## src/rtl/pipeline_hazard_ctrl_if.sv

```systemverilog
// Decode-side bundle for the hazard controller: instruction register/flag usage in,
// stall/issue/squash and performance counters out.
interface pipeline_hazard_ctrl_if #(
  parameter int CNT_W = 16
);
  logic             id_valid;
  logic [4:0]       id_rn;
  logic [4:0]       id_rb;
  logic             id_use_rn;
  logic             id_use_rb;
  logic             id_reg_write;
  logic [4:0]       id_rd;
  logic             id_set_flags;
  logic             id_use_flags;
  logic             id_br_taken;
  logic             stall;
  logic             issue;
  logic             squash;
  logic [CNT_W-1:0] stall_cnt;
  logic [CNT_W-1:0] retire_cnt;

  modport master (
    output id_valid, id_rn, id_rb, id_use_rn, id_use_rb, id_reg_write,
           id_rd, id_set_flags, id_use_flags, id_br_taken,
    input  stall, issue, squash, stall_cnt, retire_cnt
  );

  modport slave (
    input  id_valid, id_rn, id_rb, id_use_rn, id_use_rb, id_reg_write,
           id_rd, id_set_flags, id_use_flags, id_br_taken,
    output stall, issue, squash, stall_cnt, retire_cnt
  );
endinterface

```

## src/rtl/pipeline_hazard_ctrl.sv

```systemverilog
// Decode interlock: scoreboard of EX/MEM/WB writers stalls on register/flag RAW hazards
// (no forwarding), squashes the fetch slot after a taken branch, counts stalls/retires.
module pipeline_hazard_ctrl #(
  parameter int CNT_W = 16
) (
  input logic                  clk,
  input logic                  reset,
  pipeline_hazard_ctrl_if.slave bus
);

  typedef struct packed {
    logic       v;
    logic       wr;
    logic [4:0] rd;
    logic       sf;
  } sb_entry_t;

  sb_entry_t        sb_ex;
  sb_entry_t        sb_mem;
  sb_entry_t        sb_wb;
  logic             squash_q;
  logic [CNT_W-1:0] stall_cnt_q;
  logic [CNT_W-1:0] retire_cnt_q;

  logic eff_valid;
  logic reg_haz;
  logic flag_haz;
  logic stall_c;
  logic issue_c;

  // X31 reads as zero, so a pending write to it is never a real dependency.
  function automatic logic reg_hit(input sb_entry_t e, input logic use_rn, input logic [4:0] rn,
                                   input logic use_rb, input logic [4:0] rb);
    logic live;
    live = e.v & e.wr & (e.rd != 5'd31);
    return live & ((use_rn & (rn == e.rd)) | (use_rb & (rb == e.rd)));
  endfunction

  always_comb begin
    eff_valid = bus.id_valid & ~squash_q & ~reset;
    reg_haz   = reg_hit(sb_ex,  bus.id_use_rn, bus.id_rn, bus.id_use_rb, bus.id_rb)
              | reg_hit(sb_mem, bus.id_use_rn, bus.id_rn, bus.id_use_rb, bus.id_rb)
              | reg_hit(sb_wb,  bus.id_use_rn, bus.id_rn, bus.id_use_rb, bus.id_rb);
    flag_haz  = bus.id_use_flags & ((sb_ex.v & sb_ex.sf) | (sb_mem.v & sb_mem.sf) | (sb_wb.v & sb_wb.sf));
    stall_c   = eff_valid & (reg_haz | flag_haz);
    issue_c   = eff_valid & ~stall_c;
  end

  always_ff @(posedge clk) begin
    if (reset) begin
      sb_ex        <= '0;
      sb_mem       <= '0;
      sb_wb        <= '0;
      squash_q     <= 1'b0;
      stall_cnt_q  <= '0;
      retire_cnt_q <= '0;
    end else begin
      sb_ex        <= issue_c ? sb_entry_t'({1'b1, bus.id_reg_write, bus.id_rd, bus.id_set_flags})
                              : sb_entry_t'('0);
      sb_mem       <= sb_ex;
      sb_wb        <= sb_mem;
      // A stalled branch only squashes once it actually issues.
      squash_q     <= issue_c & bus.id_br_taken;
      if (stall_c && (stall_cnt_q != '1))
        stall_cnt_q <= stall_cnt_q + CNT_W'(1);
      if (sb_wb.v && (retire_cnt_q != '1))
        retire_cnt_q <= retire_cnt_q + CNT_W'(1);
    end
  end

  assign bus.stall      = stall_c;
  assign bus.issue      = issue_c;
  assign bus.squash     = squash_q;
  assign bus.stall_cnt  = stall_cnt_q;
  assign bus.retire_cnt = retire_cnt_q;

endmodule

```

## src/flat_wrapper.sv

```systemverilog
// flat-port wrapper written by rule: the top's interface ports become plain ports
module pipeline_hazard_ctrl_flat 
#(
  parameter int CNT_W = 16
)
  (clk, reset, bus_id_valid, bus_id_rn, bus_id_rb, bus_id_use_rn, bus_id_use_rb, bus_id_reg_write, bus_id_rd, bus_id_set_flags, bus_id_use_flags, bus_id_br_taken, bus_stall, bus_issue, bus_squash, bus_stall_cnt, bus_retire_cnt);
  pipeline_hazard_ctrl_if #(.CNT_W(CNT_W)) bus_i ();
  input logic clk;
  input logic reset;
  input wire logic [$bits(bus_i.id_valid)-1:0] bus_id_valid;
  input wire logic [$bits(bus_i.id_rn)-1:0] bus_id_rn;
  input wire logic [$bits(bus_i.id_rb)-1:0] bus_id_rb;
  input wire logic [$bits(bus_i.id_use_rn)-1:0] bus_id_use_rn;
  input wire logic [$bits(bus_i.id_use_rb)-1:0] bus_id_use_rb;
  input wire logic [$bits(bus_i.id_reg_write)-1:0] bus_id_reg_write;
  input wire logic [$bits(bus_i.id_rd)-1:0] bus_id_rd;
  input wire logic [$bits(bus_i.id_set_flags)-1:0] bus_id_set_flags;
  input wire logic [$bits(bus_i.id_use_flags)-1:0] bus_id_use_flags;
  input wire logic [$bits(bus_i.id_br_taken)-1:0] bus_id_br_taken;
  output wire logic [$bits(bus_i.stall)-1:0] bus_stall;
  output wire logic [$bits(bus_i.issue)-1:0] bus_issue;
  output wire logic [$bits(bus_i.squash)-1:0] bus_squash;
  output wire logic [$bits(bus_i.stall_cnt)-1:0] bus_stall_cnt;
  output wire logic [$bits(bus_i.retire_cnt)-1:0] bus_retire_cnt;
  assign bus_i.id_valid = bus_id_valid;
  assign bus_i.id_rn = bus_id_rn;
  assign bus_i.id_rb = bus_id_rb;
  assign bus_i.id_use_rn = bus_id_use_rn;
  assign bus_i.id_use_rb = bus_id_use_rb;
  assign bus_i.id_reg_write = bus_id_reg_write;
  assign bus_i.id_rd = bus_id_rd;
  assign bus_i.id_set_flags = bus_id_set_flags;
  assign bus_i.id_use_flags = bus_id_use_flags;
  assign bus_i.id_br_taken = bus_id_br_taken;
  assign bus_stall = bus_i.stall;
  assign bus_issue = bus_i.issue;
  assign bus_squash = bus_i.squash;
  assign bus_stall_cnt = bus_i.stall_cnt;
  assign bus_retire_cnt = bus_i.retire_cnt;
  pipeline_hazard_ctrl #(.CNT_W(CNT_W)) u_core (.clk(clk), .reset(reset), .bus(bus_i));
endmodule
```

## config.mk

```make
export PLATFORM = sky130hd
export DESIGN_NAME = pipeline_hazard_ctrl_flat
export DESIGN_NICKNAME = d
export VERILOG_FILES = /design/src/rtl/pipeline_hazard_ctrl_if.sv /design/src/rtl/pipeline_hazard_ctrl.sv /design/src/flat_wrapper.sv
export SDC_FILE = /design/constraint.sdc
export NUM_CORES = 1
export LEC_CHECK = 0
export BUFFER_PORTS_ARGS = -buffer_cell sky130_fd_sc_hd__buf_2
export CORE_ASPECT_RATIO = 1.75
export CORE_MARGIN = 8
export CORE_UTILIZATION = 49
export CTS_CLUSTER_DIAMETER = 100
export DETAILED_ROUTE_END_ITERATION = 8
export PLACE_DENSITY = 0.76
export SLEW_MARGIN = 20
export SYNTH_ARGS = -nofsm -noshare
export SYNTH_HDL_FRONTEND = slang
export SYNTH_SLANG_ARGS = --single-unit
```

## constraint.sdc

```tcl
create_clock -name clk -period 1.8 [get_ports clk]
set_input_delay 0.09 -clock clk [delete_from_list [all_inputs] [get_ports clk]]
set_output_delay 0.09 -clock clk [all_outputs]
set_load 0.01 [all_outputs]
```

==> results of run 1 <==
## worst max-delay path: stages, from the launching register on
cell and delay (ps):
dfxtp_4 360, xnor2_2 130, nand4_1 130, o22ai_2 210, a41oi_4 200, and2_4 270
o41ai_1 490, a21oi_2 100
## kinds of logic after synthesis
| group | Yosys count | synth area share |
|---|---|---|
| AO/OA/AOI/OAI | 45 | 0.126 |
| XOR/XNOR | 44 | 0.142 |
| adder cells (fa/ha/maj) | 2 | 0.00924 |
| buffers and inverters | 20 | 0.0309 |
| flip-flops | 57 | 0.421 |
| multiplexers | 1 | 0.00416 |
| AND/OR/NAND/NOR | 131 | 0.267 |
## registers in the layout, summed over array words and instances, names as in the netlist
register               count
u_core.sb_ex               8
u_core.sb_mem              8
u_core.bus.stall_cnt      16
u_core.bus.squash          1
u_core.bus.retire_cnt     16
u_core.sb_wb               8
## through the flow
stage | utilization | total power, uW | TNS, ps
6_report | 0.710 | 2720 | -1960
5_1_grt | 0.710 | 2820 | -4350
4_1_cts | 0.683 | 2720 | -1900
3_5_place_dp | 0.615 | 1500 | -2670
3_3_place_gp | 0.615 | 1500 | -1530
2_1_floorplan | - | 1420 | -42.9
## power groups by stage
stage / clock (uW) / sequential, uW / combinational (uW)
after floorplan: 0 / 1320 / 99.9
after global placement: 0 / 1320 / 177
after detailed placement: 0 / 1320 / 181
after CTS: 1220 / 1300 / 206
after global routing: 1280 / 1300 / 239
final: 1200 / 1290 / 220
## placed cells by master, fill, tap and decap left out, types with 3 or more instances in the layout
master / n
nand4_1: 17
xor2_1: 6
xnor2_1: 32
nand2_1: 20
o41ai_1: 8
o21ai_0: 3
buf_4: 38
clkbuf_8: 10
nor2_1: 22
nand3_1: 11
and3_1: 9
o311ai_1: 3
buf_6: 4
a21oi_2: 4
o22ai_2: 3
inv_1: 8
dfxtp_1: 37
and2_1: 9
dlygate4sd3_1: 8
nor2b_1: 18
buf_2: 56
a21oi_1: 7
xnor2_2: 6
dfxtp_2: 17
o31ai_1: 3
dfxtp_4: 3
o31ai_2: 3
## cell type report
| type | count | area [um2] |
|---|---|---|
| Multi-Input combinational cell | 225 | 1680 |
| Fill cell | 400 | 1580 |
| Sequential cell | 57 | 1170 |
| Timing Repair Buffer | 106 | 691 |
| Clock buffer | 11 | 141 |
| Tap cell | 76 | 95.1 |
| Clock inverter | 5 | 55.1 |
| Inverter | 8 | 30.0 |
## layer usage
| metal | GRT usage | up-vias |
|---|---|---|
| li1 | - | 1290 |
| met1 | 0.188 | 1284 |
| met2 | 0.330 | 100 |
| met3 | 0.0395 | 27 |
| met4 | 0.0905 | 0 |
| met5 | 0 | - |
## worst paths after layout
path | cells after the start | end | start | slack, ps
min reg2reg | 1 | u_core.sb_wb[0] | u_core.sb_mem[0] | 470
max reg2reg | 7 | u_core.bus.stall_cnt[10] | u_core.sb_wb[4] | -230
min | 3 | u_core.sb_mem[3] | reset | 330
max | 7 | u_core.bus.stall_cnt[10] | u_core.sb_wb[4] | -230
## repair_timing
action                                  4_1_cts  5_1_grt
resized for setup                            15       40
pin swaps                                    17       14
buffers inserted                              3        2
hold buffers                                  8        0
gates cloned                                  2        0
endpoints found under the setup margin       16       35
endpoints found under the hold margin         8        0
==> summary.txt, run 1 <==
Synthesis
  – Top post-synthesis cells by count: 57 x dfxtp_1, 38 x xnor2_1, 24 x nor2_1
  – Top cell type's share of synthesized area: 0.421
  – Asr flop ratio synth: 0
  – Top cells by area, synth: dfxtp_1 42%, xnor2_1 12%, nor2b_1 4.2%
  – Post-synth EDFFs: 0
  – Number of library cell types mapped by synthesis: 41
  – Yosys reg bits: 57
  – Count leader, synth: dfxtp_1
  – Synth Area per Inst: 9.03 um2
  – Synth Flop Type: dfxtp_1
  – Top cell type by total area after synthesis: dfxtp_1
  – YS warnings: 0
  – Net Count, Synth: 326
  – Synthesized area: 2710 um2
  – Cells after synthesis: 300
  – Register area share after synthesis: 0.421

Placed design
  – Post-DP HPWL: 5160 um
  – Place WS: -281 ps
  – Routability cong.: 0.880
  – IO buf count: 58
  – Cell Count Post-Placement: 458
  – Placed Instance Area: 3350 um2

Detailed routing
  – Routed length on met3: 332 um
  – DR top layer: met4
  – Met2 wire length: 4210 um
  – DRC: 0
  – Via count: 2701
  – Met1 Routed Length: 2900 um
  – 1st-pass router iterations: 6
  – Vias/cell: 5.53
  – Routed WL: 7720 um
  – Drt initial violations: 143
  – Drt wl/cell: 15.8 um
  – Post-DRT Antenna Nets: 0

Pwr
  – Reg power frac: 0.476
  – Clock Power Share: 0.443
  – Sw Ratio: 0.240
  – Maximum VDD drop: 0.679 mV
  – Switch Pwr: 653 uW
  – Power per standard cell area: 703 nW/um2
  – Combinational share of power: 0.081
  – Internal: 2060 uW
  – Leakage: 0.00154 uW

STA
  – Worst-Margin Slew: 503 ps
  – PnR worst setup slack: -235 ps
  – Unrepaired setup endpoints after global routing: true
  – Max frequency: 492 MHz
  – Worst hold margin: 328 ps
  – Fin crit share: 1.13
  – Setup Skew: 4.92 ps
  – Final Hold Violating Endpoints: 0
  – Setup violations, final: 18
  – Final-report max-slew violation count: 0
  – Tmin final: 2030 ps
  – Max transition margin: 0.665

Status
  – Status: finished, violations left
  – Failing checks: setup timing

Layout
  – Area grow syn2layout: 42.8%
  – Antenna cells: 0
  – Final net count: 433
  – Post-Layout Inst Area: 3870 um2
  – Layout cell share with drive strength beyond 1: 0.422
  – Finished Layout Cells: 488

Floorplan
  – Die X: 72.2 um
  – Core box area: 5450 um2
  – Vert. Die Dim: 114 um
  – Area of the die: 8260 um2
  – Ports: 59
  – Initial Utilization: 0.497
  – Standard-cell rows: 36

Global route
  – Vias in the first global route: 2716
  – Initial antenna violation count: 0
  – Largest net degree at the start of global routing: 47
  – First-pass GRT wire length: 12100 um
  – Total track usage: 0.182
  – Gr ovfl total: 0

CTS
  – Number of buffers created by CTS: 9
  – Clk slew on worst S/H paths: 70 ps
  – Worst skew pair latency: 330 ps
  – CTS tree: built
  – Clock Sink Count: 57
  – Root Buffer: clkbuf_8
  – Max Buffers Root-to-Sink: 2
  – H-tree Lvls: 3

Setup path
  – WS Path Type: reg -> reg
  – Worst Path Required: 2000 ps
  – Critical path data arrival time: 2240 ps
  – Startpoint types: flop
  – CP Max Fanout: 9
  – Endpoint class of the critical path: flop

Flow run
  – Maxcap violations: 0

Worst hold path
  – Min-Delay Path Class: in -> reg
No activity file was read; power rests on OpenSTA's default activity.
==> inputs of run 2 (changes only) <==
==> constraint.sdc (replaced) <==
create_clock -name clk -period 1.8 [get_ports clk]
set_input_delay 0.27 -clock clk [delete_from_list [all_inputs] [get_ports clk]]
set_output_delay 0.27 -clock clk [all_outputs]
set_load 0.01 [all_outputs]
==> run 2 against run 1 <==
The flow still finishes with violations (setup timing). Clock power shrank 20%. Fmax shrank 3.2%. Global-route usage shrank 0.12 points. Via count shrank 0.22%. Critical path type is now reg -> out. Critical endpoint is now bus_issue.
==> summary.txt, run 2 (same netlist as run 1, synthesis figures left out) <==
Detailed routing
  – Routed length on met3: 338 um (+1.8%)
  – Met2 wire length: 4450 um (+5.8%)
  – Drt initial violations: 126 (-12%)
  – Post-DRT Antenna Nets: 0 (unchanged)
  – DR top layer: met4
  – 1st-pass router iterations: 4 (-2)
  – DRC: 0 (unchanged)
  – Drt wl/cell: 16.2 um (+2.2%)
  – Met1 Routed Length: 3010 um (+3.7%)
  – Vias/cell: 5.47 (-1.2%)
  – Via count: 2695 (-0.22%)
  – Routed WL: 7970 um (+3.2%)

STA
  – Worst hold margin: 138 ps (-190 ps)
  – Max frequency: 476 MHz (-3.2%)
  – Setup Skew: 4.64 ps (-0.273 ps)
  – Worst-Margin Slew: 521 ps (+18.4 ps)
  – Unrepaired setup endpoints after global routing: true
  – Setup_tns: -2940 ps (-985 ps)
  – Fin crit share: 1.17 (+0.0369)
  – Final Hold Violating Endpoints: 0 (unchanged)
  – Setup violations, final: 16 (-2)
  – Max transition margin: 0.653 (-0.0123)
  – Tmin final: 2100 ps (+66.5 ps)
  – PnR worst setup slack: -301 ps (-66.5 ps)
  – Final-report max-slew violation count: 0 (unchanged)

Worst hold path
  – Min-Delay Path Class: in -> reg

Setup path
  – RR Startpoint: u_core.sb_wb[4]
  – Startpoint types: flop
  – Critical path data arrival time: 1830 ps (-410 ps)
  – FF-to-FF setup slack: -280 ps (-50 ps)
  – Critical path origin: u_core.sb_ex[0]
  – Worst setup path endpoint: bus_issue
  – WS Path Type: reg -> out
  – Worst Path Required: 1530 ps (-470 ps)
  – Endpoint class of the critical path: output pin
  – Register-to-Register Path Depth: 9 (+2)
  – Worst reg2reg path endpoint: u_core.bus.stall_cnt[8]
  – CP Max Fanout: 4 (-5)

CTS
  – Root Buffer: clkbuf_8
  – H-tree Lvls: 3 (unchanged)
  – CTS tree: built
  – Max Buffers Root-to-Sink: 2 (unchanged)
  – Clock Sink Count: 57 (unchanged)
  – Number of buffers created by CTS: 9 (unchanged)
  – Clk slew on worst S/H paths: 60 ps (about the same)
  – Worst skew pair latency: 330 ps (about the same)

Floorplan
  – Area of the die: 8260 um2 (unchanged)
  – Standard-cell rows: 36 (unchanged)
  – Die X: 72.2 um (unchanged)
  – Vert. Die Dim: 114 um (unchanged)
  – Ports: 59 (unchanged)
  – Core box area: 5450 um2 (unchanged)
  – Initial Utilization: 0.497 (unchanged)

Global route
  – Total track usage: 0.181 (-0.00122)
  – Vias in the first global route: 2654 (-2.3%)
  – Largest net degree at the start of global routing: 47 (unchanged)
  – Initial antenna violation count: 0 (unchanged)
  – Gr ovfl total: 0 (unchanged)
  – First-pass GRT wire length: 11800 um (-2.5%)

Flow run
  – Maxcap violations: 0 (unchanged)

Placed design
  – Placed Instance Area: 3410 um2 (+1.8%)
  – Routability cong.: 0.872 (-0.93%)
  – Post-DP HPWL: 5240 um (+1.6%)
  – IO buf count: 58 (unchanged)

Layout
  – Post-layout util: 0.743 (+0.0337)
  – Post-Layout Inst Area: 4050 um2 (+4.8%)
  – Commonest non-fill, non-tap cell in the layout: buf_2
  – Final net count: 441 (+1.8%)
  – Area grow syn2layout: 49.6%
  – Layout cell share with drive strength beyond 1: 0.465 (+0.0429)
  – Antenna cells: 0 (unchanged)
  – Most frequent cells in the layout: 56 x buf_2, 50 x buf_4, 41 x dfxtp_1, 30 x xnor2_1, 23 x nor2_1

Status
  – Status: finished, violations left
  – Failing checks: setup timing

Pwr
  – Leakage: 0.00162 uW (+4.7%)
  – Power per standard cell area: 614 nW/um2 (-13%)
  – Maximum VDD drop: 0.557 mV (-18%)
[run 2: cell types whose count changed in the layout (fill, tap and decap cells not counted), moves of 5 or more]
cell and delta:
buf_6 +5, buf_4 +12, o311ai_4 +5, dlygate4sd3_1 -8
o41ai_1 -6, dfxtp_2 -5
[run 2: power by group]
part / switching (uW) / total, uW / internal [uW]
clock: 448 / 960 / 512
combinational: 114 / 233 / 118
sequential: 17.3 / 1290 / 1280
total: 580 / 2490 / 1910
[run 2: worst min path at each step]
stage | from | to | depth (start not counted)
after floorplan | bus_id_br_taken | u_core.bus.squash | 1
after global placement | u_core.sb_mem[6] | u_core.sb_wb[6] | 1
after detailed placement | u_core.sb_mem[0] | u_core.sb_wb[0] | 1
after CTS | bus_id_rd[4] | u_core.sb_ex[5] | 2
after global routing | bus_id_rd[2] | u_core.sb_ex[3] | 2
final | bus_id_rd[2] | u_core.sb_ex[3] | 2
[run 2: worst max-delay path: stages, from the launching register on]
cell and delay [ps]:
dfxtp_2 320, a222oi_1 360, nor2b_1 110, a41oi_2 220
buf_4 180, and3_4 200, buf_6 110
[run 2: layout make-up]
cell class                      count  area (um2)
Clock buffer                       12         145
Clock inverter                      1        5.00
Fill cell                         384        1400
Inverter                            8        30.0
Multi-Input combinational cell    223        1830
Sequential cell                    57        1170
Tap cell                           76        95.1
Timing Repair Buffer              116         772
[run 2: routing by layer]
layer  global-route usage  vias to the layer above
met5                    0                        -
met4               0.0850                        0
met3               0.0544                       17
met2                0.339                       71
met1                0.170                     1305
li1                     -                     1302
[run 2: repair_timing]
| item | in CTS | in global routing |
|---|---|---|
| endpoints found under the hold margin | 0 | 0 |
| buffers inserted | 2 | 12 |
| gates resized for setup | 16 | 63 |
| hold buffers | 0 | 0 |
| pin swaps | 1 | 22 |
| cloned | 0 | 0 |
| endpoints found under the setup margin | 16 | 30 |
[run 2: stage by stage]
stage / std cells / total power, uW / setup slack (ps)
final: 493 / 2490 / -301
after global routing: 493 / 2590 / -395
after CTS: 481 / 2490 / -337
after detailed placement: 466 / 1520 / -360
after global placement: 466 / 1510 / -294
after floorplan: 300 / 1420 / -22.2
==> inputs of run 3 (changes only) <==
CORE_MARGIN = default   (was 8)
==> run 3 against run 2 <==
Worst hold slack got worse by 1.0 ps. Fmax decreased by 0.13%. The flow still finishes with violations (setup timing). Global-route usage increased by 6.2 points. Design area decreased by 5.6%. Die area decreased by 29%.
==> summary.txt, run 3 (same netlist as run 1, synthesis figures left out) <==
Placed design
  – Cell Count Post-Placement: 457 (-1.9%)
  – IO buf count: 58 (unchanged)
  – Routability cong.: 0.888 (+1.8%)
  – Post-DP HPWL: 4650 um (-11%)

Layout
  – Fill count: 423 (+10%)
  – Area grow syn2layout: 41.2%
  – Layout cell share with drive strength beyond 1: 0.429 (-0.0367)
  – Multi-input combinational cell area: 1700 um2 (-7.3%)
  – Register area: 1170 um2 (-0.43%)
  – Final net count: 427 (-3.2%)
  – Commonest non-fill, non-tap cell in the layout: buf_2
  – Antenna cells: 0 (unchanged)
  – Finished Layout Cells: 480 (-2.6%)
  – Most frequent cells in the layout: 56 x buf_2, 41 x dfxtp_1, 39 x buf_4, 34 x xnor2_1, 23 x nor2_1

Flow run
  – Maxcap violations: 0 (unchanged)

Worst hold path
  – Hold Path Stages: 2 (unchanged)
  – Worst hold endpoint: u_core.bus.squash
  – Min-Delay Path Class: in -> reg
  – Hold Path Origin: bus_id_br_taken

CTS
  – Worst skew pair latency: 330 ps (about the same)
  – Clock Sink Count: 57 (unchanged)
  – Root Buffer: clkbuf_8
  – Hold Buf Count CTS: 0 (unchanged)
  – Clk slew on worst S/H paths: 70 ps (about the same)
  – H-tree Lvls: 3 (unchanged)
  – CTS tree: built
  – Number of buffers created by CTS: 9 (unchanged)
  – Max Buffers Root-to-Sink: 2 (unchanged)

Floorplan
  – Vert. Die Dim: 100 um (-12%)
  – Area of the die: 5840 um2 (-29%)
  – Core box area: 5300 um2 (-2.8%)
  – Standard-cell rows: 35 (-2.8%)
  – Die X: 58.2 um (-19%)
  – Ports: 59 (unchanged)
  – Initial Utilization: 0.511 (+0.0142)

Detailed routing
  – Via count: 2567 (-4.7%)
  – DRC: 0 (unchanged)
  – Drt wl/cell: 14.3 um (-11%)
  – Post-DRT Antenna Nets: 0 (unchanged)
  – Routed WL: 6870 um (-14%)
  – Vias/cell: 5.35 (-2.2%)
  – Drt initial violations: 94 (-25%)
  – 1st-pass router iterations: 4 (unchanged)

Global route
  – Vias in the first global route: 2458 (-7.4%)
  – GR Layer Usage met1: 0.250 (+0.0802)
  – Gr ovfl total: 0 (unchanged)
  – Met2 GRT Util: 0.450 (+0.111)
  – Total track usage: 0.243 (+0.0623)
  – First-pass GRT wire length: 10800 um (-8.8%)
  – Initial antenna violation count: 0 (unchanged)
  – Largest net degree at the start of global routing: 47 (unchanged)
  – Met3 usage: 0.0554 (+0.00103)
  – GR peak layer: met2

Setup path
  – Worst reg2reg path endpoint: u_core.bus.stall_cnt[14]
  – Worst Path Required: 1530 ps (about the same)
  – RR Startpoint: u_core.sb_wb[4]
  – CP Max Fanout: 6 (+2)
  – Startpoint types: flop
  – WS Path Type: reg -> out
  – Endpoint class of the critical path: output pin
  – Critical path data arrival time: 1830 ps (about the same)
  – FF-to-FF setup slack: -280 ps (about the same)
  – Register-to-Register Path Depth: 8 (-1)

Status
  – Status: finished, violations left
  – Failing checks: setup timing

STA
  – Final Hold Violating Endpoints: 0 (unchanged)
  – PnR worst setup slack: -304 ps (-2.73 ps)
  – Unrepaired setup endpoints after global routing: true
  – Setup Skew: 7.54 ps (+2.90 ps)
  – Max frequency: 475 MHz (-0.13%)
  – Tmin final: 2100 ps (+2.73 ps)
  – Setup_tns: -2930 ps (+10.8 ps)
  – Setup violations, final: 25 (+9)
  – Final-report max-slew violation count: 0 (unchanged)
  – Fin crit share: 1.17 (+0.00152)
  – Worst-Margin Slew: 496 ps (-25.3 ps)
  – Max transition margin: 0.669 (+0.0169)
  – Worst hold margin: 137 ps (-0.998 ps)

Pwr
  – Clock Power Share: 0.438 (+0.052)
  – Internal: 2020 uW (+5.8%)
  – Maximum VDD drop: 0.562 mV (+0.89%)
  – Combinational share of power: 0.076 (-0.018)
  – Power per standard cell area: 698 nW/um2 (+14%)
  – Reg power frac: 0.486 (-0.034)
  – Sw Ratio: 0.244 (+0.0108)
  – Leakage: 0.00151 uW (-6.8%)
  – Switch Pwr: 651 uW (+12%)
-- run 3: through the flow --
step / power (uW) / worst slack, ps / utilization / instance area [um2]
4_1_cts: 2680 / -346 / 0.692 / 3670
3_5_place_dp: 1510 / -309 / 0.633 / 3360
5_1_grt: 2770 / -423 / 0.722 / 3820
3_3_place_gp: 1500 / -256 / 0.633 / 3360
6_report: 2670 / -304 / 0.722 / 3820
2_1_floorplan: 1420 / -22.2 / - / 2750
-- run 3: cell type report --
cell class                      count  share of cell area
Timing Repair Buffer              101               0.168
Clock inverter                      7              0.0187
Clock buffer                        9              0.0324
Multi-Input combinational cell    224               0.444
Tap cell                           74              0.0242
Inverter                            8             0.00785
Sequential cell                    57               0.305
-- run 3: repair_timing --
action                     CTS  global route
setup endpoints to repair   26            33
gates cloned                 0             1
resized for setup           21            30
pin swaps                    7            11
setup buffers                2             4
-- run 3: power by group through the flow --
stage / clock network [uW] / logic (uW) / registers (uW)
2_1_floorplan: 0 / 99.9 / 1320
3_3_place_gp: 0 / 178 / 1330
3_5_place_dp: 0 / 180 / 1330
4_1_cts: 1190 / 190 / 1300
5_1_grt: 1260 / 221 / 1300
6_report: 1170 / 203 / 1300
-- run 3: worst max path at each step --
stage | start | endpoint | slack (ps)
6_report | u_core.sb_mem[2] | bus_stall | -300
5_1_grt | u_core.sb_ex[7] | bus_issue | -420
4_1_cts | u_core.sb_wb[4] | bus_stall | -350
3_5_place_dp | bus_id_rn[3] | u_core.bus.stall_cnt[14] | -310
3_3_place_gp | bus_id_rn[3] | u_core.bus.stall_cnt[14] | -260
2_1_floorplan | u_core.sb_wb[5] | u_core.bus.stall_cnt[8] | -20
-- run 3: worst max-delay path, cell delays in order, from the launching register on --
cell     delay, ps
dfxtp_1        410
xnor2_1        150
nand4_1        150
o22ai_2        220
a22oi_2        150
a21oi_4        200
buf_6          120
buf_6           90
-- run 3: metal layers --
metal / vias to the layer above / routed length (um)
met5: - / 0
met4: 0 / 145
met3: 11 / 210
met2: 53 / 3810
met1: 1221 / 2710
li1: 1282 / -
